--- config.mk ---
export PLATFORM = sky130hd
export DESIGN_NAME = memory_controller
export DESIGN_NICKNAME = d
export VERILOG_FILES = /design/src/rtl/memory_controller_pkg.sv /design/src/rtl/memory_controller_load_extend.sv /design/src/rtl/memory_controller.sv
export SDC_FILE = /design/constraint.sdc
export NUM_CORES = 1
export LEC_CHECK = 0
export ABC_AREA = 1
export ABC_CLOCK_PERIOD_IN_PS = 2800
export CORE_MARGIN = 2
export CORE_UTILIZATION = 47
export DETAILED_ROUTE_END_ITERATION = 8
export PLACE_DENSITY_LB_ADDON = 0.25
export SKIP_LAST_GASP = 1
export SYNTH_ARGS = -nofsm -noshare
export SYNTH_HDL_FRONTEND = slang
export SYNTH_SLANG_ARGS = --single-unit
--- constraint.sdc ---
create_clock -name clk_in -period 2.8 [get_ports clk_in]
set_input_delay 0.28 -clock clk_in [delete_from_list [all_inputs] [get_ports clk_in]]
set_output_delay 0.28 -clock clk_in [all_outputs]
set_load 0.03 [all_outputs]
--- src/rtl/memory_controller_pkg.sv ---
`default_nettype none
// ============================================================================
// memory_controller_pkg : access-type field layout, size codes, FSM encoding
// Revision 1.0
// ============================================================================
package memory_controller_pkg;

    localparam int LSB_TYPE_WIDTH = 4;

    localparam int TYPE_SIZE_LSB = 0;
    localparam int TYPE_SIZE_MSB = 1;
    localparam int TYPE_UNSIGNED = 2;
    localparam int TYPE_STORE    = 3;

    localparam logic [1:0] SIZE_BYTE = 2'd0;
    localparam logic [1:0] SIZE_HALF = 2'd1;
    localparam logic [1:0] SIZE_WORD = 2'd2;

    // Instruction fetch is always an unsigned word load.
    localparam logic [LSB_TYPE_WIDTH-1:0] FETCH_TYPE = {1'b0, 1'b1, SIZE_WORD};

    typedef enum logic [1:0] {
        ST_IDLE  = 2'd0,
        ST_READ  = 2'd1,
        ST_WRITE = 2'd2,
        ST_DONE  = 2'd3
    } mc_state_t;

    function automatic logic [2:0] size_to_len(input logic [1:0] size);
        logic [2:0] len;
        case (size)
            SIZE_BYTE: len = 3'd1;
            SIZE_HALF: len = 3'd2;
            default:   len = 3'd4;
        endcase
        return len;
    endfunction

endpackage
`default_nettype wire

--- src/rtl/memory_controller_load_extend.sv ---
`default_nettype none
// ============================================================================
// load_extend : sign/zero extension of assembled load data by access size
// Revision 1.0
// ============================================================================
module load_extend
    import memory_controller_pkg::*;
(
    input  logic [31:0] raw,
    input  logic [1:0]  size,
    input  logic        is_unsigned,
    output logic [31:0] data
);

    logic w_sign;

    always_comb begin
        w_sign = 1'b0;
        data   = raw;
        case (size)
            SIZE_BYTE: begin
                w_sign = raw[7] & ~is_unsigned;
                data   = {{24{w_sign}}, raw[7:0]};
            end
            SIZE_HALF: begin
                w_sign = raw[15] & ~is_unsigned;
                data   = {{16{w_sign}}, raw[15:0]};
            end
            default: data = raw;
        endcase
    end

endmodule
`default_nettype wire

--- src/rtl/memory_controller.sv ---
`default_nettype none
// ============================================================================
// memory_controller : arbitrates fetch/LSB requests onto a byte-serial RAM bus
// Optional IO write stall: define MC_IO_STALL_EN.              Revision 1.0
// ============================================================================
module memory_controller
    import memory_controller_pkg::*;
#(
    parameter logic [1:0] IO_BASE_HI = 2'b11
) (
    input  logic                      clk_in,
    input  logic                      rst_in,
    input  logic                      rdy_in,
    input  logic                      flush,
    input  logic [7:0]                mem_din,
    output logic [7:0]                mem_dout,
    output logic [31:0]               mem_a,
    output logic                      mem_wr,
    input  logic                      io_buffer_full,
    input  logic                      if_en,
    input  logic [31:0]               if_addr,
    output logic                      if_rdy,
    output logic [31:0]               if_data,
    input  logic                      mc_en,
    input  logic [31:0]               mc_addr,
    input  logic [LSB_TYPE_WIDTH-1:0] mc_type,
    input  logic [31:0]               mc_write_data,
    output logic                      mc_rdy,
    output logic [31:0]               mc_read_data
);

    mc_state_t                 r_state;
    mc_state_t                 w_state_nxt;

    logic                      r_is_lsb;
    logic [31:0]               r_addr;
    logic [LSB_TYPE_WIDTH-1:0] r_type;
    logic [31:0]               r_wdata;
    logic [2:0]                r_len;
    logic [2:0]                r_step;
    logic [31:0]               r_rbuf;
    logic                      r_wr_done;

    logic [7:0]                r_mem_dout;
    logic [31:0]               r_mem_a;
    logic                      r_mem_wr;
    logic                      r_if_rdy;
    logic [31:0]               r_if_data;
    logic                      r_mc_rdy;
    logic [31:0]               r_mc_read_data;

    logic                      w_accept_lsb;
    logic                      w_accept_if;
    logic                      w_last_read;
    logic                      w_write_end;
    logic [31:0]               w_req_addr;
    logic [LSB_TYPE_WIDTH-1:0] w_req_type;
    logic                      w_wr_cur;
    logic [1:0]                w_wbyte_idx;
    logic [31:0]               w_waddr;
    logic [7:0]                w_wbyte;
    logic [1:0]                w_cap_idx;
    logic [31:0]               w_raw;
    logic [31:0]               w_rd_next_addr;
    logic [31:0]               w_ext;
    logic                      w_stall_first;
    logic                      w_stall_next;

    assign mem_dout     = r_mem_dout;
    assign mem_a        = r_mem_a;
    assign mem_wr       = r_mem_wr;
    assign if_rdy       = r_if_rdy;
    assign if_data      = r_if_data;
    assign mc_rdy       = r_mc_rdy;
    assign mc_read_data = r_mc_read_data;

    assign w_req_addr = w_accept_lsb ? mc_addr : if_addr;
    assign w_req_type = w_accept_lsb ? mc_type : FETCH_TYPE;

    // A write step is complete once its byte was actually driven with mem_wr=1;
    // a stalled or frozen step is retried with the same byte.
    always_comb begin
        w_wr_cur       = r_wr_done | r_mem_wr;
        w_wbyte_idx    = w_wr_cur ? r_step[1:0] : (r_step[1:0] - 2'd1);
        w_waddr        = r_addr + {30'd0, w_wbyte_idx};
        w_wbyte        = r_wdata[{w_wbyte_idx, 3'b000} +: 8];
        w_cap_idx      = r_step[1:0] - 2'd2;
        w_raw          = r_rbuf;
        w_raw[{w_cap_idx, 3'b000} +: 8] = mem_din;
        w_rd_next_addr = r_addr + {29'd0, r_step};
    end

`ifdef MC_IO_STALL_EN
    assign w_stall_first = io_buffer_full && (mc_addr[17:16] == IO_BASE_HI);
    assign w_stall_next  = io_buffer_full && (w_waddr[17:16] == IO_BASE_HI);
`else
    logic w_unused_io;
    assign w_unused_io   = ^{io_buffer_full, IO_BASE_HI};
    assign w_stall_first = 1'b0;
    assign w_stall_next  = 1'b0;
`endif

    load_extend u_load_extend (
        .raw         (w_raw),
        .size        (r_type[TYPE_SIZE_MSB:TYPE_SIZE_LSB]),
        .is_unsigned (r_type[TYPE_UNSIGNED]),
        .data        (w_ext)
    );

    always_ff @(posedge clk_in) begin
        if (!rst_in) begin
            r_state <= ST_IDLE;
        end else begin
            r_state <= w_state_nxt;
        end
    end

    always_comb begin
        w_state_nxt  = r_state;
        w_accept_lsb = 1'b0;
        w_accept_if  = 1'b0;
        w_last_read  = 1'b0;
        w_write_end  = 1'b0;
        if (rdy_in) begin
            case (r_state)
                ST_IDLE: begin
                    // Flush blocks new loads/fetches but a store may still start.
                    if (mc_en && (mc_type[TYPE_STORE] || !flush)) begin
                        w_accept_lsb = 1'b1;
                        w_state_nxt  = mc_type[TYPE_STORE] ? ST_WRITE : ST_READ;
                    end else if (if_en && !mc_en && !flush) begin
                        w_accept_if = 1'b1;
                        w_state_nxt = ST_READ;
                    end
                end
                ST_READ: begin
                    if (flush) begin
                        w_state_nxt = ST_IDLE;
                    end else if (r_step == r_len + 3'd1) begin
                        w_last_read = 1'b1;
                        w_state_nxt = ST_DONE;
                    end
                end
                ST_WRITE: begin
                    if (w_wr_cur && (r_step == r_len)) begin
                        w_write_end = 1'b1;
                        w_state_nxt = ST_DONE;
                    end
                end
                default: w_state_nxt = ST_IDLE;
            endcase
        end
    end

    always_ff @(posedge clk_in) begin
        if (!rst_in) begin
            r_is_lsb       <= 1'b0;
            r_addr         <= 32'd0;
            r_type         <= '0;
            r_wdata        <= 32'd0;
            r_len          <= 3'd0;
            r_step         <= 3'd0;
            r_rbuf         <= 32'd0;
            r_wr_done      <= 1'b0;
            r_mem_dout     <= 8'd0;
            r_mem_a        <= 32'd0;
            r_mem_wr       <= 1'b0;
            r_if_rdy       <= 1'b0;
            r_if_data      <= 32'd0;
            r_mc_rdy       <= 1'b0;
            r_mc_read_data <= 32'd0;
        end else if (!rdy_in) begin
            r_mem_wr <= 1'b0;
            if (r_state == ST_WRITE) begin
                r_wr_done <= w_wr_cur;
            end
        end else begin
            r_if_rdy <= 1'b0;
            r_mc_rdy <= 1'b0;
            case (r_state)
                ST_IDLE: begin
                    r_mem_wr <= 1'b0;
                    if (w_accept_lsb || w_accept_if) begin
                        r_is_lsb  <= w_accept_lsb;
                        r_addr    <= w_req_addr;
                        r_type    <= w_req_type;
                        r_wdata   <= mc_write_data;
                        r_len     <= size_to_len(w_req_type[TYPE_SIZE_MSB:TYPE_SIZE_LSB]);
                        r_step    <= 3'd1;
                        r_rbuf    <= 32'd0;
                        r_wr_done <= 1'b0;
                        r_mem_a   <= w_req_addr;
                        if (w_accept_lsb && mc_type[TYPE_STORE]) begin
                            r_mem_dout <= mc_write_data[7:0];
                            r_mem_wr   <= !w_stall_first;
                        end
                    end
                end
                ST_READ: begin
                    if (!flush) begin
                        if (r_step >= 3'd2) begin
                            r_rbuf <= w_raw;
                        end
                        if (r_step < r_len) begin
                            r_mem_a <= w_rd_next_addr;
                        end
                        r_step <= r_step + 3'd1;
                        if (w_last_read) begin
                            if (r_is_lsb) begin
                                r_mc_rdy       <= 1'b1;
                                r_mc_read_data <= w_ext;
                            end else begin
                                r_if_rdy  <= 1'b1;
                                r_if_data <= w_ext;
                            end
                        end
                    end
                end
                ST_WRITE: begin
                    if (w_write_end) begin
                        r_mem_wr <= 1'b0;
                        r_mc_rdy <= 1'b1;
                    end else begin
                        r_mem_a    <= w_waddr;
                        r_mem_dout <= w_wbyte;
                        r_mem_wr   <= !w_stall_next;
                        r_step     <= {1'b0, w_wbyte_idx} + 3'd1;
                        r_wr_done  <= 1'b0;
                    end
                end
                default: r_mem_wr <= 1'b0;
            endcase
        end
    end

endmodule
`default_nettype wire

Word-level counts from Yosys, hierarchy flattened
Index checks and enable logic that the tools add are counted.

Order comparisons: 2. Bitwise gates (word level): 6. Reduce and logical (&&, ||, !) cells: 26. Equal/unequal tests: 17. Add/sub/neg operators: 8. Shift operators: 3. Muxes and demuxes: 62.

Operator list (number): $mux 32 (8); $pmux 32 s2 (2); $pmux 32 s3 (1); $add 32x2->32 (1); $add 32x3->32 (1); $bwmux 32 (1); $shift 8x7->32 const A (1); $shiftx 32x6->8 (1); $shiftx 8x7->32 (1); $mux 1 (29); $reduce_and 5->1 (5); $mux 8 (3); $pmux 8 s2 (1); $mux 2 (7); $ne 2x2->1 const B (7); $mux 3 (4); $ne 3x3->1 const B (4); $pmux 3 s3 (1); $reduce_and 4->1 (2); $neg 5->7 (1); $add 3x1->3 const B (2); $eq 2x1->1 const B (3); $eq 3x3->1 (2); $logic_not 2->1 (3); other kinds (21) (33).

Word-level logic and storage cells: 140. Bits in registers: 216. Input port bits: 115. Output and inout bits: 107.

Depth between registers and ports, before layout
Depth after elaboration: 11. Depth in mapped cells: 20. Depth with buffers taken out: 18.

Cells and area by module
From an unflattened synthesis, not the netlist that was laid out.

Cell total of the unflattened synthesis: 1605. Area total of the unflattened synthesis: 11016.8 um^2.

Modules (own cells, without submodules): memory_controller (cells an instance 1534, area an instance 10612.7 um^2, times used 1, seq. area each 4304.1 um^2); load_extend (cells an instance 71, area an instance 404.1 um^2, times used 1, seq. area each 0.0 um^2).

Worst setup path before layout
Ideal clock, no wire load.

Kind: register -> register. Start: register r_step[0]. End: register r_mem_a[19] (netlist: mem_a[19]). Buffers on the path: 2. Setup time: 0.117 ns. Required time: 2.683 ns. Data arrival time: 2.946 ns. Cell stages (with the launch flop): 20. Setup slack: -0.263 ns. Clock period less this slack: 3.063 ns. Path through: dfxtp_1 > inv_2 > buf_4 > buf_2 > ha_1 > nand2_1 > o21ai_1 > nand2_1 > o21ai_0 > inv_1 > ha_1 > nand2_1 > nand2_1 > nand2_1 > nor2_1 > nand3_1 > nand3_1 > o21ai_0 > nor2_1 > nor2_1.

Longest elaborated chain between the ends: 7. Elaborated cells on any way between the ends: 17. Classes of those cells: add/sub: 3; order compare: 1; eq/ne: 3; mux: 8; reduce/logical: 2.

Ends and longest elaborated chain: start: declaration (line memory_controller.sv:40) `logic [2:0] r_step;`; start signal: assignment (line memory_controller.sv:207) `r_step <= r_step + 3'd1;`; start signal: assignment (line memory_controller.sv:227) `r_step <= {1'b0, w_wbyte_idx} + 3'd1;`; branches (longest 7 deep; another with $add 32x2->32); end signal: assignment (line memory_controller.sv:192) `r_mem_a <= w_req_addr;`; end signal: assignment (line memory_controller.sv:205) `r_mem_a <= w_rd_next_addr;`; end signal: assignment (line memory_controller.sv:224) `r_mem_a <= w_waddr;`; end: declaration (line memory_controller.sv:45) `logic [31:0] r_mem_a;`.

Several ways; the timed one is not identified. The select of a mux whose other input is x is not followed. A chain may end at the register's enable or synchronous reset.

Worst setup path after layout
Same ends and word-level chain as after synthesis.

==> flow_summary_export.csv <==
group,metric,value,unit
flow_run,max_cap_viol_count,0,
synth,yosys.area.top_type_share,39.5,%
detailed_routing,wl_per_cell,15.8,um
cts,hold_buffers,0,
finish,n_antenna_cell,0,
synth,synth_cell_types,45,
die,die_area,24400,um2
synth,ys_seq_area_share,39.5,%
worst_setup_path,end_kind,"register",
synth,syn_avg_cell_area,6.91,um2
detailed_routing,first_pass_iters,5,
worst_setup_path,reg2reg_slack,0.20,ns
die,die_y,156,um
synth,synth-edff-count,0,
global_route,grt_pass1_wl,51500,um
sta,rsz0062_at_grt,"yes",
synth,yosysWarnings,0,
global_route,grt_usage,25.9,%
global_route,grt_max_degree,83,
detailed_routing,drt_iter0_drc,1006,
sta,fin_crit_sh,92.9,%
detailed_routing,vias,11200,
worst_hold_path,min_to,"if_data[28]",
worst_setup_path,critPathMaxFanout,8,
synth,synthArstFlopShare,0,%
power,power_leakage,5.53,nW
worst_hold_path,min_from,"rst_in",
place,post-place-ws,-0.0285,ns
power,irDropWorstVdd,0.386,mV
worst_setup_path,crit_type,"register to register",
place,dp.cells,2023,
synth,ys_ff_latch,215,
die,fp.dieW,156,um
cts,cts_num_sinks,215,
synth,synth_area_leaders,"dfxtp_1 40%, nand2_1 12%, o21ai_0 8.8%, a21oi_1 8.7%, nor2_1 6.1%",
sta,hold_violations,0,
sta,worst_slew_pin_slew,0.749,ns
sta,max_freq,0.384,GHz
global_route,antenna_found_initial,0,
synth,yosysTopAreaCell,"dfxtp_1",
cts,cts_tree,"built",
synth,netlist_area,10900,um2
die,coreArea,22700,um2
cts,path_clk_slew,0.06,ns
cts,htree_levels,1,
worst_setup_path,reg2reg_depth,17,
cts,clockBufferDepth,3,
sta,post-route-min-period,2.60,ns
synth,syn_nets,1710,
worst_hold_path,min_path_type,"primary input to register",
finish,fin_cells,2067,
finish,nFillCells,2060,
place,hpwl,23100,um
global_route,grt_pass1_vias,10100,
synth,syn-instance-count,1576,
finish,area_delta_synth_final,30.5,%
detailed_routing,drc,0,
cts,numCtsBuffers,24,
place,placedInstanceArea,13300,um2
finish,fin_nets,1898,
finish,final_layout_size_suffix_gt1_share,8.92,%
sta,final.setup.tns,0,ns
power,total_power,9.97,mW
finish,final_cell_mix,"359 x nand2_1, 219 x clkdlybuf4s50_1, 214 x dfxtp_1",
detailed_routing,ant_nets,0,
worst_setup_path,critPathArrivalTime,3.01,ns
finish,fin_util,62.5,%
die,placementRows,55,
die,start_util,47.9,%
sta,slew_headroom,50.0,%
detailed_routing,drt-total-wl,32700,um
die,ios,222,
detailed_routing,viasPerCell,5.43,
worst_setup_path,reg2reg_to,"mem_a[19]",
global_route,grt-ovfl-total,0,
worst_hold_path,holdPathStages,3,
worst_setup_path,start_kind,"register",
place,gp_congestion,0.954,
synth,synth_ff_type,"dfxtp_1",
place,port_buffers,220,
worst_setup_path,critPathRequiredTime,3.21,ns
sta,holdWs,0.256,ns
cts,cts_setup_buffers,0,
sta,slew_violations,0,
cts,cts-root-buf,"clkbuf_16",
finish,final_area,14200,um2
cts,clk_latency,0.54,ns
finish,layout_commonest_cell,"nand2_1",
sta,fin_skew,0.0256,ns
sta,setup_violations,0,
sta,timing.final.ws_setup,0.197,ns
worst_setup_path,reg2reg_from,"r_step[0]",
power,powerDensity,702,nW/um2
run_status,status,"completed",
==> worst max-delay path, cell delays in order, from the launching register on <==
cell     delay, ns
dfxtp_2       0.37
inv_2         0.08
ha_4          0.31
nand2_1       0.07
o21ai_2       0.07
nand2_1       0.08
o21ai_2       0.09
inv_1         0.09
ha_1          0.30
nand2_1       0.05
nand2_1       0.13
nand2_1       0.14
nor2_4        0.27
nand3_1       0.12
nand3_1       0.10
o21ai_0       0.08
nor2_1        0.11
nor2_1        0.04
==> worst max path at each step <==
stage	from	end
after floorplan	mem_wr	mem_a[28]
after global placement	r_state[0]	mem_a[28]
after CTS	r_state[0]	mem_a[24]
after global routing	r_step[0]	mem_a[11]
after detailed placement	r_state[0]	mem_a[28]
final	r_step[0]	mem_a[19]
==> Yosys cell counts (7+ instances only) <==
cell,n
nand3_1,50
dfxtp_1,215
nor3b_1,31
ha_1,18
buf_6,8
a21oi_2,10
nand4_1,16
nor2_1,177
buf_4,11
or2_2,26
nand2_1,359
o21ai_0,191
inv_2,7
buf_2,24
a21oi_1,190
nand3b_1,13
inv_1,103
o22ai_1,25
clkbuf_1,46
==> area by class of cell <==
cell class                      count  area [um2]  share of cell area (%)
Multi-Input combinational cell   1153        5720                    40.3
Sequential cell                   215        4310                    30.3
Timing Repair Buffer              256        2520                    17.7
Clock buffer                       30         683                    4.81
Inverter                          114         433                    3.05
Tap cell                          285         357                    2.51
Clock inverter                     14         185                    1.30
==> report_power, final <==
group	leakage [nW]	total, mW	switching (mW)	internal [mW]
clock	0.438	3.41	1.31	2.10
combinational	3.34	2.96	1.85	1.12
sequential	1.75	3.59	0.204	3.39
total	5.53	9.97	3.36	6.60
==> logic make-up (layout without fill, tap and decap cells) <==
group | count (synthesis) | count (layout) | share of synthesized area, %
flops | 215 | 215 | 39.5
buf+inv | 208 | 414 | 8.45
xor+xnor | 3 | 3 | 0.310
simple gates | 693 | 693 | 28.3
fa+ha+maj | 19 | 19 | 2.25
compound gates | 438 | 438 | 21.2
==> registers in the layout, summed over array words and instances, names as in the netlist, 8 cells and up <==
register,cells
r_addr,32
mem_dout,8
r_wdata,32
mc_read_data,32
r_rbuf,32
if_data,32
mem_a,32
==> routing by layer <==
metal | up-vias | wire length (um) | track usage (%)
met5 | - | 0 | 0
met4 | 0 | 872 | 7.73
met3 | 70 | 2670 | 4.22
met2 | 489 | 14700 | 41.2
met1 | 5073 | 14500 | 36.3
li1 | 5592 | - | -
==> repair_timing <==
action                                  CTS  global route
resized for setup                         1            10
endpoints found under the setup margin    1            19
pin swaps                                 0             2
No activity file was read; power rests on OpenSTA's default activity.
